==> config.mk <==
export PLATFORM = sky130hd
export DESIGN_NAME = dmem_arbiter
export DESIGN_NICKNAME = d
export VERILOG_FILES = /design/src/rtl/dmem_arbiter.sv
export SDC_FILE = /design/constraint.sdc
export NUM_CORES = 1
export LEC_CHECK = 0
export ABC_CLOCK_PERIOD_IN_PS = 1600
export CAP_MARGIN = 10
export CORE_AREA = 2 2 103 105
export DETAILED_ROUTE_END_ITERATION = 10
export DIE_AREA = 0 0 105 107
export SLEW_MARGIN = 10
export SYNTH_ARGS = -nofsm -noshare
export SYNTH_HDL_FRONTEND = slang
export SYNTH_SLANG_ARGS = --single-unit
==> constraint.sdc <==
create_clock -name clk -period 1.6 [get_ports clk]
set_input_delay 0.32 -clock clk [delete_from_list [all_inputs] [get_ports clk]]
set_output_delay 0.32 -clock clk [all_outputs]
set_load 0.1 [all_outputs]
==> src/rtl/dmem_arbiter.sv <==
// rtl/dmem_arbiter.sv - two-master data memory arbiter with starvation guard and locked RMW
//
// Arbitrates a single-port data memory between a CPU and an accelerator.
// The grant is combinational, so an access issues in the same cycle it is requested.
// The CPU normally wins. The accelerator wins once it has been denied STARVE_MAX cycles in a row.
// An accelerator grant with acc_lock set holds the bus for the accelerator.
// That hold lasts for up to LOCK_MAX grants in total.
// Read data returns one cycle after issue and is tagged to the requester that issued the read.
//
// Ports:
//   clk, rst                                     clock, async active-low reset
//   cpu_req/we/addr/wdata -> cpu_stall/rvalid    CPU request side
//   acc_req/we/lock/addr/wdata -> acc_gnt/rvalid accelerator request side
//   rdata                                        shared read data, qualified by *_rvalid
//   mem_en/we/addr/wdata, mem_rdata              memory port
module dmem_arbiter #(
  parameter int DATA_W     = 32,
  parameter int ADDR_W     = 32,
  parameter int STARVE_MAX = 4,
  parameter int LOCK_MAX   = 2
) (
  input  logic              clk,
  input  logic              rst,
  input  logic              cpu_req,
  input  logic              cpu_we,
  input  logic [ADDR_W-1:0] cpu_addr,
  input  logic [DATA_W-1:0] cpu_wdata,
  output logic              cpu_stall,
  output logic              cpu_rvalid,
  input  logic              acc_req,
  input  logic              acc_we,
  input  logic              acc_lock,
  input  logic [ADDR_W-1:0] acc_addr,
  input  logic [DATA_W-1:0] acc_wdata,
  output logic              acc_gnt,
  output logic              acc_rvalid,
  output logic [DATA_W-1:0] rdata,
  output logic              mem_en,
  output logic              mem_we,
  output logic [ADDR_W-1:0] mem_addr,
  output logic [DATA_W-1:0] mem_wdata,
  input  logic [DATA_W-1:0] mem_rdata
);

  localparam int SW = $clog2(STARVE_MAX + 1);
  // One spare count so the post-increment value can reach LOCK_MAX.
  localparam int LW = $clog2(LOCK_MAX + 2);
  localparam logic [SW-1:0] STARVE_TOP = SW'(STARVE_MAX);
  localparam logic [LW-1:0] LOCK_TOP   = LW'(LOCK_MAX);

  typedef enum logic {FREE = 1'b0, LOCK = 1'b1} state_t;

  state_t          state_q, state_d;
  logic [SW-1:0]   starve_cnt_q, starve_cnt_d;
  logic [LW-1:0]   lock_cnt_q, lock_cnt_d, lock_cnt_inc;
  logic            cpu_tag_q, cpu_tag_d;
  logic            acc_tag_q, acc_tag_d;
  logic            cpu_gnt, acc_gnt_w;

  // Grants are qualified by rst so that every output is quiet while reset is held.
  always_comb begin
    cpu_gnt   = 1'b0;
    acc_gnt_w = 1'b0;
    if (rst) begin
      if (state_q == LOCK) begin
        acc_gnt_w = acc_req;
      end else begin
        cpu_gnt   = cpu_req && !(acc_req && (starve_cnt_q == STARVE_TOP));
        acc_gnt_w = acc_req && !cpu_gnt;
      end
    end
  end

  always_comb begin
    state_d      = state_q;
    lock_cnt_d   = lock_cnt_q;
    starve_cnt_d = starve_cnt_q;
    // lock_cnt_inc is the grant count including the current cycle's grant.
    lock_cnt_inc = lock_cnt_q + LW'(1);

    if (acc_gnt_w) begin
      starve_cnt_d = '0;
    end else if (acc_req && (starve_cnt_q != STARVE_TOP)) begin
      starve_cnt_d = starve_cnt_q + SW'(1);
    end

    case (state_q)
      FREE: begin
        if (acc_gnt_w && acc_lock && (LOCK_TOP > LW'(1))) begin
          state_d    = LOCK;
          lock_cnt_d = LW'(1);
        end
      end
      default: begin
        // In LOCK, acc_req alone means a grant, so reaching the cap implies a granted cycle.
        if (!acc_req || !acc_lock || (lock_cnt_inc >= LOCK_TOP)) begin
          state_d    = FREE;
          lock_cnt_d = '0;
        end else begin
          lock_cnt_d = lock_cnt_inc;
        end
      end
    endcase

    cpu_tag_d = cpu_gnt && !cpu_we;
    acc_tag_d = acc_gnt_w && !acc_we;
  end

  always_ff @(posedge clk or negedge rst) begin
    if (!rst) begin
      state_q      <= FREE;
      starve_cnt_q <= '0;
      lock_cnt_q   <= '0;
      cpu_tag_q    <= 1'b0;
      acc_tag_q    <= 1'b0;
    end else begin
      state_q      <= state_d;
      starve_cnt_q <= starve_cnt_d;
      lock_cnt_q   <= lock_cnt_d;
      cpu_tag_q    <= cpu_tag_d;
      acc_tag_q    <= acc_tag_d;
    end
  end

  always_comb begin
    mem_en    = cpu_gnt || acc_gnt_w;
    mem_we    = 1'b0;
    mem_addr  = '0;
    mem_wdata = '0;
    if (cpu_gnt) begin
      mem_we    = cpu_we;
      mem_addr  = cpu_addr;
      mem_wdata = cpu_wdata;
    end else if (acc_gnt_w) begin
      mem_we    = acc_we;
      mem_addr  = acc_addr;
      mem_wdata = acc_wdata;
    end
  end

  assign acc_gnt    = acc_gnt_w;
  assign cpu_stall  = rst && cpu_req && !cpu_gnt;
  assign cpu_rvalid = cpu_tag_q;
  assign acc_rvalid = acc_tag_q;
  assign rdata      = rst ? mem_rdata : '0;

endmodule

==> results <==
-- power breakdown --
part / leakage (nW) / switching, mW / internal, mW
Clock: 0.0216 / 0.0799 / 0.163
Sequential: 0.104 / 0.0535 / 0.252
Combinational: 2.54 / 2.40 / 1.86
-- stage by stage --
step	cell area (µm²)	hold WS, ns	power (mW)
finish	6190	0.260	4.81
CTS	6080	0.256	4.76
global route	6190	0.275	4.96
floorplan	2060	0.0244	2.79
global placement	5960	0.529	4.40
detailed placement	5960	0.547	4.46
-- logic make-up (layout without fill, tap and decap cells) --
group                      count (synthesis)  count (layout)  synth area share (%)
and+or+nand+nor                           47              47                  21.3
adders and majority gates                  2               2                  1.88
xor gates and xnor gates                   1               1                 0.657
buffers and inverters                     24             306                  10.7
AOI/OAI and AO/OA                         78              78                  50.5
DFF                                        8               8                  15.0
-- cell type report --
class / count / area (µm²) / area share (%)
Timing Repair Buffer: 299 / 4110 / 66.4
Multi-Input combinational cell: 128 / 1650 / 26.7
Sequential cell: 8 / 200 / 3.24
Tap cell: 136 / 170 / 2.75
Clock buffer: 3 / 41.3 / 0.667
Inverter: 4 / 15.0 / 0.243
-- state kept, by name, indices dropped and copies added, names as in the netlist --
register,count
lock_cnt_q,2
acc_rvalid,1
starve_cnt_q,3
cpu_rvalid,1
state_q,1
-- worst max-delay path, cell delays in order (launching register included) --
cell and delay [ns]:
dfrtp_1 0.36, inv_2 0.06, ha_4 0.18, nand2_4 0.08, a31oi_4 0.09, buf_12 0.15, buf_6 0.13, clkbuf_16 0.16
a22o_4 0.25, buf_12 0.16
-- layout by cell type (no fill, tap or decap), types with 2 or more instances in the layout --
cell and n:
nand2_1 4, and2_1 3, clkdlybuf4s50_1 163, buf_4 14
a21oi_1 2, dfrtp_1 8, o31ai_1 2, buf_6 6
clkbuf_8 3, dlygate4sd2_1 3, buf_12 109, inv_2 3
a22o_4 65, o21ai_0 2, and2_2 29, clkbuf_16 2
a31oi_4 2
-- repair_timing --
action | in CTS | in global routing
resized for setup | 14 | 3
pin swaps | 2 | 4
endpoints found under the hold margin | 0 | 0
endpoints found under the setup margin | 104 | 97
buffers inserted | 3 | 4
gates cloned | 1 | 2
-- metal layers --
layer / GRT usage [%] / up-vias
met5: 0 / -
met4: 2.10 / 0
met3: 5.53 / 8
met2: 34.4 / 136
met1: 18.1 / 1204
li1: - / 1189
-- Yosys cell counts (2+ instances only) --
cell type / count
a22o_1: 65
and2_1: 32
buf_2: 9
dfrtp_1: 8
nand2_1: 6
buf_6: 5
clkbuf_1: 5
inv_1: 3
a21oi_1: 2
ha_1: 2
o21ai_0: 2
o31ai_1: 2
-- path summary, 6_finish.rpt --
| kind | from | end | slack [ns] | cells past startpoint |
|---|---|---|---|---|
| worst min register to register | lock_cnt_q[1] | lock_cnt_q[1] | 0.55 | 2 |
| worst min-delay path | rst | state_q | 0.26 | 2 |
| worst max-delay path | starve_cnt_q[0] | mem_wdata[23] | -0.58 | 9 |
| min in group clk | lock_cnt_q[1] | lock_cnt_q[1] | 0.55 | 2 |
| worst max register to register | starve_cnt_q[0] | lock_cnt_q[0] | 0.02 | 8 |
| max in group asynchronous | rst | lock_cnt_q[0] | 1.10 | 3 |
==> results.md <==
- Uppermost layer routed: met4
- RSZ-0062 raised after global routing: true
- Fin crit period: 2.18 ns
- Status: finished, violations left
- Via Count: 2537
- Crit Path Class: reg -> out
- Vias in the first global route: 2840
- Final Core Density: 61.3%
- Mean Syn Cell Area: 8.34 µm²
- CTS root buf: clkbuf_8
- Ant diodes: 0
- Area Overhead vs Synth: 364%
- Synth warn: 0
- Max Clock Skew: 0.00198 ns
- Setup WS post-layout: -0.577 ns
- Hold WC Path Type: in -> async
- Met3 routed WL: 806 µm
- Fin nets: 613
- Seq/Total Area, Yosys: 15.0%
- Worst EP arrival: 1.86 ns
- # IOs: 269
- Grt ovf: 0
- FF+latch count, synth: 8
- Max VDD drop: 0.000444 V
- TritonCTS Buffers: 3
- H-tree depth: 1
- Core outline area: 10100 µm²
- Crit. End Element: primary output
- Post-synth EDFFs: 0
- Port bufs: 268
- Rel. slew slack: 83.3%
- Drt pass-1 iters: 4
- Final setup fails: 68
- Final GP Congestion: 0.768
- Max cap viols: 0
- CTS clk-pin slew, worst paths: 0.04 ns
- Share of layout cells above drive strength 1: 54.5%
- Syn_nets: 329
- Starting density of the core: 13.2%
- Area contributors post-synth: a22o_1 (43%), and2_1 (15%), dfrtp_1 (15%), buf_6 (4.2%), buf_2 (3.4%)
- Netlist cell types: 31
- FILL cells: 795
- Failing checks: negative setup slack
- Met2 wire length: 5950 µm
- Cell Area, Synth: 1330 µm²
- Detailed-route DRC error count: 0
- Post-DP HPWL: 8950 µm
- Antenna Nets Post-Route: 0
- FP Rows: 37
- Setup WS pre-CTS: -0.701 ns
- Die Area: 11200 µm²
- Max Fclk: 459 MHz
- First-pass GRT wire length: 15400 µm
- Setup TNS: -36.68 ns
- CP Data Required Time: 1.28 ns
- CP Launch Type: register
- Die X: 105 µm
- WL/cell: 18.1 µm
- Clock Path Buffers: 2
- Clock Sinks: 8
- Top_reg_cell synth: dfrtp_1
- Fin. Hold Viols: 0
- Slew @ Worst Pin: 0.251 ns
- Tot GR Track Use: 17.3%
- Cells after Synth: 160
- Die Span Y: 107 µm
- Clk_lat worst skew: 0.23 ns
- PD cells: 777 nW/µm²
- Initial antenna violation count: 0
- CTS Hold Buffers Added: 0
- Pin count of the biggest net entering global routing: 36
- Share of the synthesized area in the top cell type: 42.7%
- Slew Limit Fails: 0
- Worst Path Max Fanout: 7
- Yosys top cell by area: a22o_1
- Placed insts: 565
- Final non-filler cell total: 578
- Starting DRC count in detailed routing: 62
- Leakage power: 2.66 nW
- Via density: 4.39
- Period utilization: 136%
- WL met1: 3550 µm
- FFs w/ async S/R, synth: 100%
- TritonCTS clock tree: yes
- Final wirelength: 10400 µm
No activity file was read; power rests on OpenSTA's default activity.
